`src/rtl/gpio_wb_irq_if.sv`:
```
// Wishbone classic bus bundle for the gpio_wb_irq slave.
// Signal names are given from the slave's point of view.
interface gpio_wb_irq_if;
    logic [31:0] dat_i;
    logic [31:0] dat_o;
    logic [31:0] adr_i;
    logic        we_i;
    logic [3:0]  sel_i;
    logic        cyc_i;
    logic        stb_i;
    logic        ack_o;

    modport master (
        output dat_i, adr_i, we_i, sel_i, cyc_i, stb_i,
        input  dat_o, ack_o
    );

    modport slave (
        input  dat_i, adr_i, we_i, sel_i, cyc_i, stb_i,
        output dat_o, ack_o
    );
endinterface

```
`src/rtl/gpio_wb_irq.sv`:
```
// Wishbone GPIO peripheral: direction control, atomic set/clear of outputs,
// synchronised inputs and per-pin edge interrupts folded into one level irq.
module gpio_wb_irq #(
    parameter int unsigned GPIO_W    = 8,
    parameter logic [31:0] BASE_ADDR = 32'h0000_0400
) (
    input  logic              clk_i,
    input  logic              rst_i,
    gpio_wb_irq_if.slave      wb,
    input  logic [GPIO_W-1:0] gpio_i,
    output logic [GPIO_W-1:0] gpio_o,
    output logic [GPIO_W-1:0] gpio_oe_o,
    output logic              irq_o
);
    typedef enum logic [0:0] {
        ST_IDLE = 1'b0,
        ST_ACK  = 1'b1
    } state_e;

    localparam logic [2:0] REG_OUT      = 3'd0;
    localparam logic [2:0] REG_OUT_SET  = 3'd1;
    localparam logic [2:0] REG_OUT_CLR  = 3'd2;
    localparam logic [2:0] REG_DIR      = 3'd3;
    localparam logic [2:0] REG_IN       = 3'd4;
    localparam logic [2:0] REG_IRQ_EN   = 3'd5;
    localparam logic [2:0] REG_IRQ_EDGE = 3'd6;
    localparam logic [2:0] REG_IRQ_STAT = 3'd7;

    state_e            state_q, state_d;
    logic              ack_q, ack_d;
    logic [31:0]       dat_q, dat_d;
    logic              irq_q, irq_d;
    logic [GPIO_W-1:0] out_q, out_d;
    logic [GPIO_W-1:0] dir_q, dir_d;
    logic [GPIO_W-1:0] irq_en_q, irq_en_d;
    logic [GPIO_W-1:0] irq_edge_q, irq_edge_d;
    logic [GPIO_W-1:0] irq_stat_q, irq_stat_d;
    logic [GPIO_W-1:0] s1_q, s2_q, prev_q;

    logic              access_s, hit_s, wr_s, rd_s;
    logic [2:0]        reg_sel_s;
    logic [31:0]       lane_mask_s, rdata_s;
    logic [GPIO_W-1:0] wmask_s, wdata_s, edge_det_s;
    logic              unused_s;

    assign access_s    = (state_q == ST_IDLE) && wb.cyc_i && wb.stb_i;
    assign hit_s       = (wb.adr_i[31:5] == BASE_ADDR[31:5]);
    assign reg_sel_s   = wb.adr_i[4:2];
    assign wr_s        = access_s && hit_s && wb.we_i;
    assign rd_s        = access_s && hit_s && !wb.we_i;
    assign lane_mask_s = {{8{wb.sel_i[3]}}, {8{wb.sel_i[2]}}, {8{wb.sel_i[1]}}, {8{wb.sel_i[0]}}};
    assign wmask_s     = lane_mask_s[GPIO_W-1:0];
    assign wdata_s     = wb.dat_i[GPIO_W-1:0] & wmask_s;
    assign edge_det_s  = (irq_edge_q & s2_q & ~prev_q) | (~irq_edge_q & ~s2_q & prev_q);
    assign unused_s    = ^{wb.adr_i[1:0], wb.dat_i, lane_mask_s};

    // Read multiplexer; write-only and unmapped offsets read as zero.
    always_comb begin
        rdata_s = 32'h0000_0000;
        case (reg_sel_s)
            REG_OUT:      rdata_s = 32'(out_q);
            REG_DIR:      rdata_s = 32'(dir_q);
            REG_IN:       rdata_s = 32'(s2_q);
            REG_IRQ_EN:   rdata_s = 32'(irq_en_q);
            REG_IRQ_EDGE: rdata_s = 32'(irq_edge_q);
            REG_IRQ_STAT: rdata_s = 32'(irq_stat_q);
            default:      rdata_s = 32'h0000_0000;
        endcase
    end

    // Register next-state: byte-lane writes, set/clear, and W1C that loses to a fresh edge.
    always_comb begin
        out_d      = out_q;
        dir_d      = dir_q;
        irq_en_d   = irq_en_q;
        irq_edge_d = irq_edge_q;
        irq_stat_d = irq_stat_q | edge_det_s;
        irq_d      = |(irq_stat_q & irq_en_q);
        if (wr_s) begin
            case (reg_sel_s)
                REG_OUT:      out_d      = (out_q & ~wmask_s) | wdata_s;
                REG_OUT_SET:  out_d      = out_q | wdata_s;
                REG_OUT_CLR:  out_d      = out_q & ~wdata_s;
                REG_DIR:      dir_d      = (dir_q & ~wmask_s) | wdata_s;
                REG_IRQ_EN:   irq_en_d   = (irq_en_q & ~wmask_s) | wdata_s;
                REG_IRQ_EDGE: irq_edge_d = (irq_edge_q & ~wmask_s) | wdata_s;
                REG_IRQ_STAT: irq_stat_d = (irq_stat_q & ~wdata_s) | edge_det_s;
                default:      out_d      = out_q;
            endcase
        end else begin
            irq_stat_d = irq_stat_q | edge_det_s;
        end
    end

    // Bus FSM next-state and registered handshake outputs.
    always_comb begin
        state_d = state_q;
        ack_d   = 1'b0;
        dat_d   = dat_q;
        case (state_q)
            ST_IDLE: begin
                if (access_s) begin
                    state_d = ST_ACK;
                    ack_d   = 1'b1;
                    dat_d   = rd_s ? rdata_s : 32'h0000_0000;
                end else begin
                    state_d = ST_IDLE;
                end
            end
            ST_ACK:  state_d = ST_IDLE;
            default: state_d = ST_IDLE;
        endcase
    end

    // State, register file and input synchroniser.
    always_ff @(posedge clk_i or posedge rst_i) begin
        if (rst_i) begin
            state_q    <= ST_IDLE;
            ack_q      <= 1'b0;
            dat_q      <= 32'h0000_0000;
            irq_q      <= 1'b0;
            out_q      <= '0;
            dir_q      <= '0;
            irq_en_q   <= '0;
            irq_edge_q <= '0;
            irq_stat_q <= '0;
            s1_q       <= '0;
            s2_q       <= '0;
            prev_q     <= '0;
        end else begin
            state_q    <= state_d;
            ack_q      <= ack_d;
            dat_q      <= dat_d;
            irq_q      <= irq_d;
            out_q      <= out_d;
            dir_q      <= dir_d;
            irq_en_q   <= irq_en_d;
            irq_edge_q <= irq_edge_d;
            irq_stat_q <= irq_stat_d;
            s1_q       <= gpio_i;
            s2_q       <= s1_q;
            prev_q     <= s2_q;
        end
    end

    assign wb.dat_o  = dat_q;
    assign wb.ack_o  = ack_q;
    assign gpio_o    = out_q;
    assign gpio_oe_o = dir_q;
    assign irq_o     = irq_q;
endmodule

```
`src/flat_wrapper.sv`:
```
// flat-port wrapper written by rule: the top's interface ports become plain ports
module gpio_wb_irq_flat 
#(
    parameter int unsigned GPIO_W    = 8,
    parameter logic [31:0] BASE_ADDR = 32'h0000_0400
)
  (clk_i, rst_i, gpio_i, gpio_o, gpio_oe_o, irq_o, wb_dat_i, wb_adr_i, wb_we_i, wb_sel_i, wb_cyc_i, wb_stb_i, wb_dat_o, wb_ack_o);
  gpio_wb_irq_if wb_i ();
  input  logic clk_i;
  input  logic rst_i;
  input  logic [GPIO_W-1:0] gpio_i;
  output logic [GPIO_W-1:0] gpio_o;
  output logic [GPIO_W-1:0] gpio_oe_o;
  output logic irq_o;
  input wire logic [$bits(wb_i.dat_i)-1:0] wb_dat_i;
  input wire logic [$bits(wb_i.adr_i)-1:0] wb_adr_i;
  input wire logic [$bits(wb_i.we_i)-1:0] wb_we_i;
  input wire logic [$bits(wb_i.sel_i)-1:0] wb_sel_i;
  input wire logic [$bits(wb_i.cyc_i)-1:0] wb_cyc_i;
  input wire logic [$bits(wb_i.stb_i)-1:0] wb_stb_i;
  output wire logic [$bits(wb_i.dat_o)-1:0] wb_dat_o;
  output wire logic [$bits(wb_i.ack_o)-1:0] wb_ack_o;
  assign wb_i.dat_i = wb_dat_i;
  assign wb_i.adr_i = wb_adr_i;
  assign wb_i.we_i = wb_we_i;
  assign wb_i.sel_i = wb_sel_i;
  assign wb_i.cyc_i = wb_cyc_i;
  assign wb_i.stb_i = wb_stb_i;
  assign wb_dat_o = wb_i.dat_o;
  assign wb_ack_o = wb_i.ack_o;
  gpio_wb_irq #(.GPIO_W(GPIO_W), .BASE_ADDR(BASE_ADDR)) u_core (.clk_i(clk_i), .rst_i(rst_i), .wb(wb_i), .gpio_i(gpio_i), .gpio_o(gpio_o), .gpio_oe_o(gpio_oe_o), .irq_o(irq_o));
endmodule
```
`config.mk`:
```
export PLATFORM = sky130hd
export DESIGN_NAME = gpio_wb_irq_flat
export DESIGN_NICKNAME = d
export VERILOG_FILES = /design/src/rtl/gpio_wb_irq_if.sv /design/src/rtl/gpio_wb_irq.sv /design/src/flat_wrapper.sv
export SDC_FILE = /design/constraint.sdc
export NUM_CORES = 1
export LEC_CHECK = 0
export ABC_AREA = 1
export ABC_CLOCK_PERIOD_IN_PS = 4700
export BUFFER_PORTS_ARGS = -buffer_cell sky130_fd_sc_hd__buf_2
export CAP_MARGIN = 20
export CORE_MARGIN = 4
export CORE_UTILIZATION = 57
export CTS_BUF_LIST = sky130_fd_sc_hd__clkbuf_2 sky130_fd_sc_hd__clkbuf_4 sky130_fd_sc_hd__clkbuf_8
export CTS_CLUSTER_DIAMETER = 80
export DETAILED_ROUTE_END_ITERATION = 16
export PLACE_DENSITY = 0.86
export SETUP_SLACK_MARGIN = 0.1
export SLEW_MARGIN = 20
export SYNTH_ARGS = -nofsm -noshare
export SYNTH_HDL_FRONTEND = slang
export SYNTH_SLANG_ARGS = --single-unit
```
`constraint.sdc`:
```
create_clock -name clk_i -period 4.7 [get_ports clk_i]
set_input_delay 0 -clock clk_i [delete_from_list [all_inputs] [get_ports clk_i]]
set_output_delay 0 -clock clk_i [all_outputs]
set_load 0.1 [all_outputs]
```
### Word level (Yosys, flattened, before mapping)

Cells that the tools add are included.

* register bits after elaboration: 99
* latch bits: 0
* memory bits (writable): 0
* ROM bits: 0
* bits of input ports: 81
* output and inout bits: 50
* word-level logic and storage cells: 68
* memories kept: 0

* add/sub/neg operators: 0
* $mul: 0
* div/mod/pow operators: 0
* $lt $le $gt $ge: 0
* equality and inequality tests: 8
* shift operators: 0
* mux-type cells: 8
* bitwise gates (word level): 26
* reduce and logical (&&, ||, !) cells: 14

Operators with widths (number)
* 8-bit bitwise AND: 12
* 8-bit bitwise OR: 8
* 8-bit one-hot mux with 6 select lines: 1
* 8-bit NOT: 5
* 27-bit by 6-bit equality test with 1-bit output (second input constant): 1
* 8-bit two-way mux: 3
* 8-bit one-hot mux with 3 select lines: 1
* 3-bit equality test (second input constant): 4
* 2-bit AND reduction: 5
* 8-bit OR reduction: 1
* 3-bit by 2-bit equality test with 1-bit output (second input constant): 2
* 1-bit logical AND: 5
* 3-bit by 1-bit equality test with 1-bit output (second input constant): 1
* 3-bit zero test: 1
* 3-bit nonzero test: 1
* 1-bit two-way mux: 2
* 1-bit one-hot mux with 2 select lines: 1
* 1-bit zero test: 1
* 1-bit NOT: 1

### Logic depth before layout (Yosys ltp)

* depth after elaboration: 7
* depth in mapped cells: 10
* mapped depth without buffers: 9

### Worst setup path before layout

Ideal clock, no wire load.

* path type: reg2reg
* from: register u_core.ack_q, in the netlist u_core.wb.ack_o
* to: register (tool-made name)
* library setup time: 0.118 ns
* arrival: 1.791 ns
* data required time: 4.582 ns
* path slack: 2.791 ns
* cell stages (with the launch flop): 9
* buffers on the path: 1
* clock period less this slack: 1.909 ns
* cell sequence: dfrtp_1 -> nand3b_4 -> nor2_1 -> nand2_1 -> nor2_2 -> buf_4 -> nand4_4 -> nand2_1 -> nand2_1

RTL lines
* start: declaration: RTL line gpio_wb_irq.sv:30 `logic ack_q, ack_d;`
* start signal: assignment: RTL line gpio_wb_irq.sv:132 `ack_q <= ack_d;`

==> out/metrics.csv <==
stage,metric,value,unit
status,outcome,completed,
sta,f_max,461.6,MHz
placement,routability cong.,0.8502,
floorplan,Die Height,91.54,um
placement,Port Buffers,77,
cts,Clock transition at path regs,0.07,ns
cts,Num CTS Buffers,9,
sta,Final setup viols,0,
cts,worst skew pair latency,0.35,ns
synthesis,Synth Register Bits,74,
pwr,Pleak,2.572,nW
sta,fin crit period,2.166,ns
global_routing,first-pass GRT wire length,16400,um
synthesis,Synth cell types,31,
critical_path,cells along the critical path,nand3b_4 > nor2_1 > nand2_1 > nor2_2 > nand4_2 > nand2_1 > nand2_1,
pwr,Logic pwr share,16.1,%
cts,cts-stage hold buffer count,19,
route,drt wl/cell,14.60,um
sta,skew final,0.005808,ns
route,drt pass-1 iters,5,
route,Vias/cell,5.444,
sta,max-slew violations,0,
synthesis,Yosys Warn Count,0,
global_routing,number of global-route vias before repair,3582,
cts,post_cts resized,0,
pwr,Final Total Pwr,1.312,mW
route,Initial DRC Count,515,
sta,final hold vios,0,
pwr,Clock power frac,34.1,%
synthesis,post-synthesis sequential area ratio,46.56,%
critical_path,most frequent CP cell,nand2_1,
critical_path,critical path peak fanout,11,
route,antenna-violating nets left,0,
sta,worst slew pin tran,0.9218,ns
cts,TritonCTS Sinks,74,
floorplan,Initial Utilization,58.55,%
pwr,Max VDD drop,0.2444,mV
critical_path,CP Class,reg -> reg,
critical_path,Setup crit end kind,flip-flop,
critical_path,crit-path max cell delay,0.51,ns
critical_path,CP top delay family,simple AND/OR/NAND/NOR gates,
synthesis,Mapped Cells,511,
cts,Root Buffer,clkbuf_8,
pwr,Switching Share,30.52,%
floorplan,row cnt,30,
layout,Layout area overhead,17.33,%
global_routing,GRT Residual Overflow,0,
layout,share of cells above drive strength 1,19.44,%
pwr,PD cells,281.2,nW/um^2
cts,Post-CTS Setup Bufs,0,
pwr,Int Pwr,0.9120,mW
layout,Antenna diodes,0,
cts,clk buf depth,2,
critical_path,critical path's slowest cell,nor2_2,
flow_run,number of max-cap violations,0,
sta,Max-slew headroom,38.55,%
critical_path,CP Buf/Inv Count,0,
critical_path,Worst EP arrival,2.40,ns
global_routing,largest net degree at the start of global routing,75,
layout,Nets,684,
global_routing,Total GRT Usage,24.73,%
route,Residual DRC,0,
critical_path,CP required,4.93,ns
sta,RSZ-0062 raised after global routing,false,
sta,setup TNS,0,ns
pwr,Reg power frac,49.7,%
cts,TritonCTS clock tree,done,
pwr,Switching Power,0.4005,mW
route,routed wire length,10270,um
floorplan,Die ar.,8379,um^2
sta,final cycle utilization of the critical path,46.10,%
floorplan,# IOs,131,
synthesis,syn avg cell area,7.784,um^2
worst_hold_path,Hold Path Class,in -> reg,
synthesis,cell area after synthesis,3978,um^2
placement,dpl hpwl,6900,um
critical_path,Startpoint Class,flip-flop,
floorplan,Core ar.,6794,um^2
route,via count,3827,
global_routing,initial antenna violation count,0,
floorplan,Die Span X,91.54,um
cts,H-tree Lvls,3,
Yosys cell counts:
cell type	instances	area, um^2
nand3_2	4	40.04
nand2_1	180	675.7
nor2_1	41	153.9
nor2_8	1	20.02
buf_4	27	202.7
or2_2	4	25.02
o2111ai_1	1	8.760
nand3b_4	1	20.02
buf_1	1	3.750
o21ai_1	2	10.01
nand3_1	42	210.2
o211ai_1	1	7.510
nand4_2	1	12.51
o2bb2ai_1	1	8.760
nand4_1	33	206.5
nor2_2	6	37.54
buf_2	9	45.04
nor3_4	1	16.27
buf_6	2	22.52
a221oi_1	2	17.52
a21oi_1	5	25.02
o21ai_0	8	40.04
nor3_2	1	10.01
inv_2	2	7.510
dfrtp_1	74	1852
conb_1	1	3.750
nand2_4	1	11.26
nand4_4	2	42.54
a22oi_1	4	30.03
inv_1	48	180.2
o22ai_1	5	31.28
per-layer routing:
layer	global-route usage, %	part of all wire (%)	vias to the layer above	routed length [um]
met5	0	0	-	0
li1	-	-	1788	-
met4	11.06	2.9	0	301
met2	39.14	45	232	4664
met3	7.457	11	29	1091
met1	31.20	41	1778	4209
cell usage in the layout (no fill, tap or decap):
cell | Yosys | layout
a221oi_1 | 2 | 2
o21ai_1 | 2 | 2
nor3_4 | 1 | 1
buf_2 | 9 | 77
nand4_1 | 33 | 33
dlygate4sd3_1 | 0 | 19
nand4_4 | 2 | 2
nor3_2 | 1 | 1
o2111ai_1 | 1 | 1
clkbuf_4 | 0 | 3
nand2_1 | 180 | 180
or2_2 | 4 | 4
o211ai_1 | 1 | 1
inv_2 | 2 | 3
clkinv_2 | 0 | 1
nand3b_4 | 1 | 1
nor2_1 | 41 | 41
conb_1 | 1 | 24
o21ai_0 | 8 | 8
a22oi_1 | 4 | 4
nand3_1 | 42 | 42
o2bb2ai_1 | 1 | 1
nor2_2 | 6 | 6
dfrtp_1 | 74 | 74
clkbuf_8 | 0 | 10
nand3_2 | 4 | 4
buf_4 | 27 | 1
a21oi_1 | 5 | 5
nor2_8 | 1 | 1
clkinv_4 | 0 | 1
nand2_4 | 1 | 1
inv_1 | 48 | 47
o22ai_1 | 5 | 5
nand4_2 | 1 | 1
final timing paths:
kind                                               to       startpoint  slack (ns)  depth (start not counted)
setup / recovery                            flip-flop  u_core.wb.ack_o        2.53                          7
hold / removal                     u_core.wb.dat_o[0]         wb_stb_i        0.05                          4
setup reg to reg                            flip-flop  u_core.wb.ack_o        2.53                          7
hold reg to reg                        u_core.s2_q[5]   u_core.s1_q[5]        0.35                          0
max in group asynchronous            u_core.prev_q[2]            rst_i        3.63                          4
min in group asynchronous  asynchronous set/reset pin            rst_i        0.47                          4
power groups by stage:
stage	combinational, mW	clock, mW	sequential, mW
6_report	0.212	0.448	0.653
3_5_place_dp	0.197	0	0.665
3_3_place_gp	0.193	0	0.665
4_1_cts	0.209	0.454	0.653
2_1_floorplan	0.164	0	0.667
5_1_grt	0.226	0.477	0.654
tightest hold or removal path, delay by kind of cell:
family,cells,cell delay (ns)
buf+inv,1,0.12
simple gates,3,0.24
kinds of logic after synthesis:
group                  after synthesis  synth area share, %
AND/OR/NAND/NOR                    318                37.24
buffers and inverters               89                11.61
flip-flops                          74                46.56
AO/OA/AOI/OAI                       29                4.498
other                                1              0.09428
final cells by class:
cell class | count | area (um^2)
tap | 96 | 120.1
fill | 554 | 2127
timing repair buffer | 97 | 583.1
multi-input combinational | 371 | 1750
clock buffer | 13 | 160.2
sequential | 74 | 1852
inverter | 50 | 187.7
clock inverter | 2 | 13.76
per-stage QoR:
step                      utilization [%]  worst slack [ns]  cells  hold slack [ns]  cell area [um^2]
after floorplan                         -             2.791    534          0.03143              4064
after CTS                           68.69             2.560    703          0.04027              4667
final                               68.69             2.534    703          0.05411              4667
after global placement              63.33             2.672    669           0.1072              4303
after detailed placement            63.33             2.612    669           0.1094              4303
after global routing                68.69             2.332    703          0.06633              4667
Power figures use the tool's default switching activity.
